==> src/rtl/text_console_writer.sv <==
// Writes a 7-bit ASCII byte stream into character RAM port A at a tracked cursor.
// Optional macro CONSOLE_LINE_CLEAR_EN: blank the destination row on every new-row event.
//
// state        | meaning
// IDLE         | charReady high, one character accepted per cycle
// CLEAR_LINE   | writing 0x20 across the cursor row, one address per cycle
// CLEAR_SCREEN | writing 0x20 to every cell, one address per cycle
module text_console_writer #(
  parameter int COLS = 80,
  parameter int ROWS = 60
) (
  input  logic        clock50MHz,
  input  logic        resetn,
  input  logic        charValid,
  input  logic [6:0]  charIn,
  output logic        charReady,
  output logic        charRamWrEn,
  output logic [12:0] charRamAddr,
  output logic [6:0]  charRamData,
  output logic [6:0]  cursorCol,
  output logic [5:0]  cursorRow
);

  typedef enum logic [1:0] {IDLE, CLEAR_LINE, CLEAR_SCREEN} state_t;

  localparam logic [12:0] COLS_W    = 13'(COLS);
  localparam logic [12:0] LAST_CELL = 13'(COLS * ROWS - 1);
  localparam logic [6:0]  LAST_COL  = 7'(COLS - 1);
  localparam logic [5:0]  LAST_ROW  = 6'(ROWS - 1);
  localparam logic [6:0]  BLANK     = 7'h20;

  state_t      state, state_nx;
  logic [12:0] clr_addr, clr_addr_nx;
  logic [12:0] clr_last, clr_last_nx;
  logic        wr_en_nx;
  logic [12:0] addr_nx;
  logic [6:0]  data_nx;
  logic [6:0]  col_nx;
  logic [5:0]  row_nx;

  logic        accept;
  logic        is_print, is_lf, is_cr, is_bs, is_ff;
  logic        new_row;
  logic        clr_done;
  logic [12:0] cur_addr;
  logic [5:0]  row_inc;

  assign charReady = (state == IDLE);
  assign accept    = charValid && (state == IDLE);
  assign is_print  = (charIn >= 7'h20) && (charIn <= 7'h7E);
  assign is_lf     = (charIn == 7'h0A);
  assign is_cr     = (charIn == 7'h0D);
  assign is_bs     = (charIn == 7'h08);
  assign is_ff     = (charIn == 7'h0C);
  assign new_row   = accept && ((is_print && cursorCol == LAST_COL) || is_lf);
  assign clr_done  = (clr_addr == clr_last);
  assign cur_addr  = {7'd0, cursorRow} * COLS_W + {6'd0, cursorCol};
  assign row_inc   = (cursorRow == LAST_ROW) ? 6'd0 : cursorRow + 6'd1;

`ifdef CONSOLE_LINE_CLEAR_EN
  logic [12:0] row_base;
  assign row_base = {7'd0, row_inc} * COLS_W;
`endif

  always_ff @(posedge clock50MHz) begin
    if (!resetn) begin
      state       <= CLEAR_SCREEN;
      clr_addr    <= '0;
      clr_last    <= LAST_CELL;
      charRamWrEn <= 1'b0;
      charRamAddr <= '0;
      charRamData <= '0;
      cursorCol   <= '0;
      cursorRow   <= '0;
    end else begin
      state       <= state_nx;
      clr_addr    <= clr_addr_nx;
      clr_last    <= clr_last_nx;
      charRamWrEn <= wr_en_nx;
      charRamAddr <= addr_nx;
      charRamData <= data_nx;
      cursorCol   <= col_nx;
      cursorRow   <= row_nx;
    end
  end

  always_comb begin
    state_nx = state;
    case (state)
      IDLE: begin
        if (accept && is_ff) begin
          state_nx = CLEAR_SCREEN;
        end
`ifdef CONSOLE_LINE_CLEAR_EN
        else if (new_row) begin
          state_nx = CLEAR_LINE;
        end
`endif
      end
      CLEAR_LINE, CLEAR_SCREEN: begin
        if (clr_done) state_nx = IDLE;
      end
      default: state_nx = IDLE;
    endcase
  end

  always_comb begin
    wr_en_nx    = 1'b0;
    addr_nx     = charRamAddr;
    data_nx     = charRamData;
    col_nx      = cursorCol;
    row_nx      = cursorRow;
    clr_addr_nx = clr_addr;
    clr_last_nx = clr_last;
    case (state)
      IDLE: begin
        if (accept) begin
          if (is_print) begin
            wr_en_nx = 1'b1;
            addr_nx  = cur_addr;
            data_nx  = charIn;
            if (cursorCol != LAST_COL) col_nx = cursorCol + 7'd1;
          end else if (is_cr) begin
            col_nx = '0;
          end else if (is_bs && cursorCol != 7'd0) begin
            wr_en_nx = 1'b1;
            addr_nx  = cur_addr - 13'd1;
            data_nx  = BLANK;
            col_nx   = cursorCol - 7'd1;
          end else if (is_ff) begin
            col_nx      = '0;
            row_nx      = '0;
            clr_addr_nx = '0;
            clr_last_nx = LAST_CELL;
          end
          if (new_row) begin
            col_nx = '0;
            row_nx = row_inc;
`ifdef CONSOLE_LINE_CLEAR_EN
            clr_addr_nx = row_base;
            clr_last_nx = row_base + COLS_W - 13'd1;
`endif
          end
        end
      end
      CLEAR_LINE, CLEAR_SCREEN: begin
        wr_en_nx    = 1'b1;
        addr_nx     = clr_addr;
        data_nx     = BLANK;
        clr_addr_nx = clr_addr + 13'd1;
      end
      default: ;
    endcase
  end

endmodule

==> config.mk <==
export PLATFORM = sky130hd
export DESIGN_NAME = text_console_writer
export DESIGN_NICKNAME = d
export VERILOG_FILES = /design/src/rtl/text_console_writer.sv
export SDC_FILE = /design/constraint.sdc
export NUM_CORES = 1
export LEC_CHECK = 0
export CAP_MARGIN = 10
export CORE_MARGIN = 3
export CORE_UTILIZATION = 40
export CTS_CLUSTER_DIAMETER = 100
export DETAILED_ROUTE_END_ITERATION = 10
export PLACE_DENSITY = 0.58
export SYNTH_ARGS = -nofsm -noshare
export SYNTH_HDL_FRONTEND = slang
export SYNTH_SLANG_ARGS = --single-unit
==> constraint.sdc <==
create_clock -name clock50MHz -period 4.5 [get_ports clock50MHz]
set_clock_uncertainty 0.15 [all_clocks]
set_input_delay 0.9 -clock clock50MHz [delete_from_list [all_inputs] [get_ports clock50MHz]]
set_output_delay 0.9 -clock clock50MHz [all_outputs]
set_load 0.01 [all_outputs]
==> results.md, run 1 <==
Drt:
- The routed via count is between 3,000 and 4,000.
- Wires add up to 9157 um.
- The number of detailed-route iterations in the first pass is 4.
- The average via count per standard cell is 5.906.
- The number of design rule violations left after detail routing is 0.
- The number of nets with antenna violations after routing is 0.
- The number of DRC markers in iteration 0 is 129.
- Dividing the detail-routed wire length by the instance count gives around 17 um.

Pwr:
- The internal portion of total power is 0.6757 mW.
- The switching power share of the total is 22.09%.
- The sum of internal, switching and leakage power is 0.8673 mW.
- The leakage power is 1.469 nW.
- Across the VDD grid, the largest voltage drop is 0.1101 mV.
- The power per standard cell area is 219.6 nW/um^2.
- Registers are responsible for ~50% of the overall power.
- The clock network burns between 40% and 50% of the power.
- For this design the total switching power over the nets is 0.1916 mW.
- In this run, the combinational gates consume 7.5% of the power.

Cells and area:
- For this run, the number of standard cells in the final layout without fillers is 542.
- The footprint of the flip-flops and latches is 960.9 um^2.
- The area used by multi-input combinational logic is 2235 um^2.
- The number of filler instances in the final layout is 789.
- Cells with a size suffix above 1 make up between 8 and 9% of the layout.
- The antenna cell count is 0.
- The design area is 3949 um^2.
- The area added between synthesis and finish is 18.29%.
- The number of nets in the layout is 468.
- The core occupancy in the finished layout is 49.81%.

Placed design:
- Once placement finished, the instance area stood at 3820 um^2.
- The count of placed standard cells including taps is 535.
- The quantity of I/O buffers inserted on ports is 44.
- Summed over all nets, the half-perimeter wirelength after detailed placement is 6748 um.
- The congestion estimate from routability-driven global placement came to 0.8678.

Setup path:
- The startpoint identified for the worst register-to-register timing path is cursorRow[1].
- The top fanout value on the critical path is 7.
- The buffering stage count on the worst path with inverters included is 0.
- In this design, the stage delay of the slowest critical-path cell is 0.56 ns.
- The critical path required time is around 4.5 ns.
- The worst reg2reg path endpoint is charRamAddr[11].
- By startpoint and endpoint, the worst setup path is classified as reg -> reg.
- The arrival time reported for the critical path endpoint is 3.34 ns.
- For the worst flop-to-flop path, the logic depth is 9.
- The gate family responsible for the most delay along the worst path is compound AO/OA/AOI/OAI gates.
- The element type at the critical path end is a flop.
- Among all stages on the critical path, the largest delay is contributed by sky130_fd_sc_hd__fa_1.
- The worst-case register-to-register setup slack is 1.21 ns.
- The critical path goes through ha_1 -> ha_1 -> fa_1 -> o211a_1 -> and3_1 -> o211a_1 -> o311ai_0 -> nor3_1 -> a221o_1.
- The type of element launching the critical path is a flop.

STA:
- The total count of max-transition violations in the final report was 0.
- The count of endpoints failing hold in the final timing report is 0.
- At the pin with the least slew margin, the transition time is 0.7340 ns.
- The clock period could shrink to 3.295 ns.
- Adding up every negative setup slack in the final design gives 0 ns.
- The worst pin sits at a relative slew slack of approximately half.
- Setup violations remaining at the end of the flow were counted as 0.
- For this run, the top clock speed supported by timing is 0.3035 GHz.
- Setup repair after global routing left no endpoint under its margin.
- The worst path uses 73.22% of the clock period.

Clock tree:
- The post-CTS setup repair buffer count is 0.
- The maximum level of the CTS H-tree is 2.
- Once the clock tree was built, the resizer swapped 0 gates to a different size.
- The quantity of hold-fixing buffers added after cts is 0.
- At the later pin of the worst-skew pair, clock insertion delay measures 0.30 ns.
- The clock-pin slew of the registers on the worst-case setup and hold paths is 0.09 ns.
- The clock tree from TritonCTS is yes.
- For this design, the sink count on the clock tree is 48.
- The number of clock buffers added by TritonCTS is 5.
- The worst-case clock buffer depth is 2.
- The root buffer selected by CTS is sky130_fd_sc_hd__clkbuf_8.

Logic synthesis:
- The cell accounting for the most synthesized area is sky130_fd_sc_hd__dfxtp_1.
- For this run, asynchronously set or reset flops after synthesis account for 0%.
- After synthesis, the netlist uses 80 different library cells.
- In this run the cell area of the synthesized design comes to 3338 um^2.
- During synthesis, Yosys emitted a total of 0 warnings.
- In the synthesized netlist, the number of instances is 403.
- The predominant post-synthesis flop cell is sky130_fd_sc_hd__dfxtp_1.
- Ranked by total cell area, the synthesized netlist is headed by sky130_fd_sc_hd__dfxtp_1 (29%), sky130_fd_sc_hd__ha_1 (6.0%), sky130_fd_sc_hd__nor2_1 (5.2%).
- Synthesis produced a netlist with a net count of ~430.
- The number of flops mapped to enable cells by yosys is 0.
- After synthesis the netlist holds a flip-flop and latch count of 48.
- The fraction of synthesized cell area taken by the top area cell type is around 29%.
- Sequential elements use between 20% and 30% of the synthesized area.
- The mean instance size in the synthesized netlist is 8.283 um^2.

Hold path:
- The min-delay analysis places its worst path in the category reg -> reg.
- For hold timing, the worst endpoint is charRamData[5].
- Counting instances, the worst hold path has a depth of 2.
- The launch point of the worst hold path is charRamData[5].

GRT:
- The number of global-route vias before repair is 3,101.
- The total global-route track usage is roughly a fifth.
- The number of antenna violations at the first check in global routing is 0.
- The first global-routing pass estimated 15,250 um of wire.
- The total overflow left after global routing is 0.
- The pin count of the biggest net entering global routing is 33.

Run status:
- The run finished with clean final reports.

Job:
- Max-cap violations in this run came to 0.

Floorplanning:
- During I/O placement, the number of pins put on the boundary was 45.
- For this configuration, the core starts out at a cell density of 42.11%.
- The floorplan has 32 rows.
- The width of the die is 97.36 um.
- The die area is approximately 9500 um^2.
- The die is slightly below 100 um tall.
- After floorplanning, the core was sized to cover 7928 um^2.
worst min-delay path, stage by stage (launching register included):
cell and delay, ns:
sky130_fd_sc_hd__dfxtp_1 0.32, sky130_fd_sc_hd__inv_1 0.05, sky130_fd_sc_hd__a221oi_1 0.06
layout by cell type, fill, tap and decap left out, types with 3 or more instances in the layout:
| cell type | count |
|---|---|
| sky130_fd_sc_hd__o211a_1 | 3 |
| sky130_fd_sc_hd__a22oi_1 | 16 |
| sky130_fd_sc_hd__nor2b_1 | 6 |
| sky130_fd_sc_hd__o21a_1 | 5 |
| sky130_fd_sc_hd__nor3_1 | 7 |
| sky130_fd_sc_hd__or3_1 | 3 |
| sky130_fd_sc_hd__a21oi_1 | 20 |
| sky130_fd_sc_hd__o211ai_1 | 3 |
| sky130_fd_sc_hd__xor2_1 | 8 |
| sky130_fd_sc_hd__o2111ai_1 | 3 |
| sky130_fd_sc_hd__mux2i_1 | 3 |
| sky130_fd_sc_hd__ha_1 | 16 |
| sky130_fd_sc_hd__and2_1 | 6 |
| sky130_fd_sc_hd__nor4_1 | 5 |
| sky130_fd_sc_hd__buf_4 | 3 |
| sky130_fd_sc_hd__dfxtp_1 | 48 |
| sky130_fd_sc_hd__clkdlybuf4s50_1 | 44 |
| sky130_fd_sc_hd__and3_1 | 8 |
| sky130_fd_sc_hd__a31oi_1 | 10 |
| sky130_fd_sc_hd__nor2_1 | 46 |
| sky130_fd_sc_hd__inv_1 | 9 |
| sky130_fd_sc_hd__nand4_1 | 4 |
| sky130_fd_sc_hd__or2_2 | 5 |
| sky130_fd_sc_hd__nand3_1 | 27 |
| sky130_fd_sc_hd__xnor2_1 | 15 |
| sky130_fd_sc_hd__nand2_1 | 32 |
| sky130_fd_sc_hd__o21ai_0 | 17 |
| sky130_fd_sc_hd__nor3b_1 | 4 |
| sky130_fd_sc_hd__clkbuf_8 | 5 |
power groups by stage:
stage	combinational (mW)	clock (mW)	sequential (mW)
global route	0.0710	0.396	0.435
CTS	0.0659	0.380	0.434
global placement	0.0651	0	0.444
detailed placement	0.0658	0	0.444
finish	0.0652	0.368	0.434
floorplan	0.0391	0	0.444
worst max path at each step:
stage | endpoint | cells after the start | from
4_1_cts | charRamAddr[11] | 9 | cursorRow[1]
3_3_place_gp | cursorCol[5] | 7 | charIn[6]
6_report | charRamAddr[11] | 9 | cursorRow[1]
2_1_floorplan | charRamAddr[11] | 9 | cursorRow[3]
5_1_grt | charRamAddr[11] | 9 | cursorRow[1]
3_5_place_dp | cursorCol[5] | 7 | charIn[6]
cell usage after synthesis, drive strengths merged (7+ instances only):
cell type  count
o21ai         21
nor2          47
inv            9
nor3           8
xor2           8
nand2         32
buf            8
xnor2         15
clkbuf         8
and3           8
and2           7
nand3         27
a31oi         10
a21oi         21
ha            16
a22oi         16
dfxtp         48
through the flow:
step                      hold WS (ns)  worst slack, ns
after CTS                       0.3354            1.180
after detailed placement        0.3201            1.043
after global placement          0.3151            1.070
final                           0.3301            1.205
after global routing            0.3768            1.003
after floorplan                 0.3280            1.578
flip-flops by register name, summed over array words and instances (netlist names):
register and count:
cursorCol 7, clr_addr 13, charRamAddr 13, cursorRow 6, charRamWrEn 1, charRamData 7, state 1
cells by family after synthesis:
logic type	count (synthesis)	synth area share (%)
adder cells (fa/ha/maj)	18	7.196
AO/OA/AOI/OAI	116	25.94
multiplexers	3	0.8996
AND/OR/NAND/NOR	169	26.87
XOR/XNOR	23	6.035
buffers and inverters	26	4.272
flip-flops	48	28.79
metal layers:
metal  GRT usage (%)  up-vias  part of all wire (%)
li1                -     1572                     -
met1           25.57     1542                    47
met2           32.17       73                    47
met3           3.661       14                   4.4
met4           5.431        0                   1.5
met5               0        -                     0
layout make-up:
| type | count | share of cell area, % |
|---|---|---|
| flip-flops and latches | 48 | 24.33 |
| clock inverters | 2 | 1.521 |
| well taps | 102 | 3.232 |
| repair buffers | 47 | 11.72 |
| clock buffers | 5 | 1.743 |
| multi-input cells | 329 | 56.59 |
| inverters | 9 | 0.8555 |
Note: power is estimated with default switching activity, not from simulation.
==> inputs of run 2 (changes only) <==
==> constraint.sdc (replaced) <==
create_clock -name clock50MHz -period 3.2 [get_ports clock50MHz]
set_clock_uncertainty 0.15 [all_clocks]
set_input_delay 0.64 -clock clock50MHz [delete_from_list [all_inputs] [get_ports clock50MHz]]
set_output_delay 0.64 -clock clock50MHz [all_outputs]
set_load 0.01 [all_outputs]
==> results.md, run 2 (synthesis results as in run 1) <==
GRT:
- The global-route congestion overflow total is 0.
- The number of global-route vias before repair came to 3,081.
- The number of antenna violations at the first check in global routing is 0.
- For this run, the total global-route usage over all layers was measured as about a fifth.
- The pin count of the biggest net entering global routing is 33.
- The global-route wire length before repair is 15,330 um.

Setup path:
- Counting cells, the worst reg-to-reg path comes to 9.
- In this run the critical register-to-register path is launched from cursorRow[1].
- Along the worst path, the maximum fanout reaches 7.
- The kind of critical path is reg -> reg.
- Tracing the worst setup path back leads to its startpoint at cursorRow[1].
- STA classifies the critical path endpoint as a flop.
- The cell repeated most along the worst path is sky130_fd_sc_hd__ha_1.
- The type of element launching the critical path is a flop.
- Data on the critical path arrives at its endpoint at 3.11 ns.
- Traced cell by cell, the critical path runs through ha_1 -> ha_1 -> fa_1 -> xor2_1 -> nor3_1 -> and4b_1 -> o2111ai_1 -> o31a_1 -> o31ai_1.
- The cell type of the slowest stage on the worst timing path is sky130_fd_sc_hd__fa_1.
- The delay of the slowest cell on the worst path is 0.45 ns.
- For the worst setup path, the data required time is 3.27 ns.

Cells and area:
- The fraction of layout instances using a drive strength above 1 is approximately 11%.
- The number of nets in the layout is 481.
- Relative to the synthesized area, the layout overhead comes to 21.21%.
- In the final layout, the registers with the most flip-flops are charRamAddr x13, clr_addr x13.
- The commonest non-fill, non-tap cell in the layout is sky130_fd_sc_hd__dfxtp_1.
- The antenna cell count is 0.
- The top cell types in the final layout, fill and taps aside, are sky130_fd_sc_hd__dfxtp_1 (48), sky130_fd_sc_hd__nor2_1 (46), sky130_fd_sc_hd__clkdlybuf4s50_1 (44), sky130_fd_sc_hd__nand2_1 (32), sky130_fd_sc_hd__nand3_1 (27).

Clock tree:
- Clock-pin slew was measured on the worst setup and hold paths at about 0.090 ns.
- The post-cts repair resize count is 0.
- The number of buffers added by the clock tree synthesis step is 5.
- TritonCTS built the clock tree.
- Clock tree synthesis found a total of 48 sinks.
- The root buffer selected by CTS is sky130_fd_sc_hd__clkbuf_8.
- CTS built an H-tree with a depth of 2.
- The clock insertion delay at the later pin of the skew report is 0.30 ns.
- The number of hold buffers added after CTS was 0.
- No sink is reached through more buffers than the 2 on the longest clock path.
- In this run the post-CTS setup repair buffer count came out at 0.

Hold path:
- The worst hold path belongs to the class reg -> reg.
- The worst hold path depth is 2.
- The launch point of the worst hold path is charRamData[5].

STA:
- Based on the critical path, the design can be clocked at up to 0.3285 GHz.
- The worst setup slack after layout is around 0.16 ns.
- Setup violations remaining at the end of the flow were counted as 0.
- The worst pin sits at a relative slew slack of 52.83%.
- The period utilization is between 90 and 100%.
- The measured slew at the worst slew-check pin is around 0.71 ns.
- The count of endpoints failing hold in the final timing report was 0.
- Setup repair after global routing left no endpoint under its margin.
- The smallest clock period supported by the final layout is computed as 3.044 ns.
- In the final timing run, aggregate negative setup slack is 0 ns.
- The total count of max-transition violations in the final report is 0.

Pwr:
- The maximum VDD drop is 0.1539 mV.
- The leakage power is 1.537 nW.
- In this run the power density over the cells is 302.6 nW/um^2.

Floorplanning:
- From left edge to right edge, the die measures 97.36 um.
- The effective utilization at floorplan is 42.11%.
- The die area is 9478 um^2.
- The die outline height is 97.36 um.
- The area of the core is 7928 um^2.
- The standard-cell row count is 32.
- 45 I/O pins were placed.

Drt:
- For this run, design rule violations remaining after detail routing come to 0.
- The number of nets with antenna violations after routing is 0.
- The first TritonRoute pass finished after 4 iterations.
- The amount of wire on met3 after detailed routing is between 400 and 500 um.
- The detailed router finished its first iteration with around 150 violations.
- The uppermost signal routing layer after detailed routing is met4.
- The detailed-routing wirelength on met1 is between 4000 and 5000 um.
- The routed via count is 3,213.
- The routed length on met2 is 4354 um.
- In the routed layout, each cell is associated on average with a via count of 5.789.
- The average wire length per cell after detail routing is about 17 um.
- Summed over all layers, the routed wires come to 9376 um.

Placed design:
- Buffers placed on the I/O ports in this run total 44.
- Timing analysis after detailed placement gives a worst setup slack of 0.07565 ns.
- The congestion estimate from routability-driven global placement came to slightly below 0.9.
- The detailed-placement wirelength estimate is roughly 7000 um.

Job:
- The tool flagged a number of max-cap violations equal to 0.

Run status:
- The flow ran to the end, and the final reports show no timing, DRC or antenna violations.
run 2: cell types whose count changed in the layout (fill, tap and decap cells not counted), sizes merged:
cell  previous run  this run
buf              3        16
run 2: per-stage QoR:
| stage | std cells | hold slack [ns] | instance area, um^2 | power, mW | utilization, % |
|---|---|---|---|---|---|
| after floorplan | 403 | 0.3280 | 3338 | 0.6792 | - |
| after global placement | 548 | 0.3176 | 3918 | 0.7197 | 49.42 |
| after detailed placement | 548 | 0.3207 | 3918 | 0.7199 | 49.42 |
| after CTS | 555 | 0.3409 | 4046 | 1.240 | 51.04 |
| after global routing | 555 | 0.3795 | 4046 | 1.271 | 51.04 |
| final | 555 | 0.3304 | 4046 | 1.225 | 51.04 |
run 2: per-layer routing:
metal / GRT usage, % / vias up
met5: 0 / -
met4: 3.195 / 0
met3: 3.948 / 8
met2: 33.01 / 89
met1: 26.17 / 1515
li1: - / 1601
run 2: worst paths after layout:
| kind | end | slack (ns) |
|---|---|---|
| max reg2reg | charRamAddr[12] | 0.16 |
| min | charRamData[5] | 0.33 |
| max | charRamAddr[12] | 0.16 |
| min reg2reg | charRamData[5] | 0.33 |
run 2: power by group:
group / leakage [nW] / switching (mW) / internal [mW]
logic: 1.09 / 0.0530 / 0.0431
registers: 0.388 / 0.00684 / 0.603
clock network: 0.0642 / 0.211 / 0.308
total: 1.54 / 0.270 / 0.954
run 2: cell type report:
type	instances	area, um^2
Clock buffer	5	68.82
Inverter	9	33.78
Tap cell	102	127.6
Sequential cell	48	960.9
Clock inverter	2	60.06
Multi-Input combinational cell	329	2235
Timing Repair Buffer	60	560.5
Fill cell	787	3881
run 2: critical path, delay by kind of cell, from the launching register on:
kind	cells	cell delay [ns]
fa+ha+maj	3	0.96
xor+xnor	1	0.40
simple gates	2	0.38
flops	1	0.32
compound gates	3	0.75
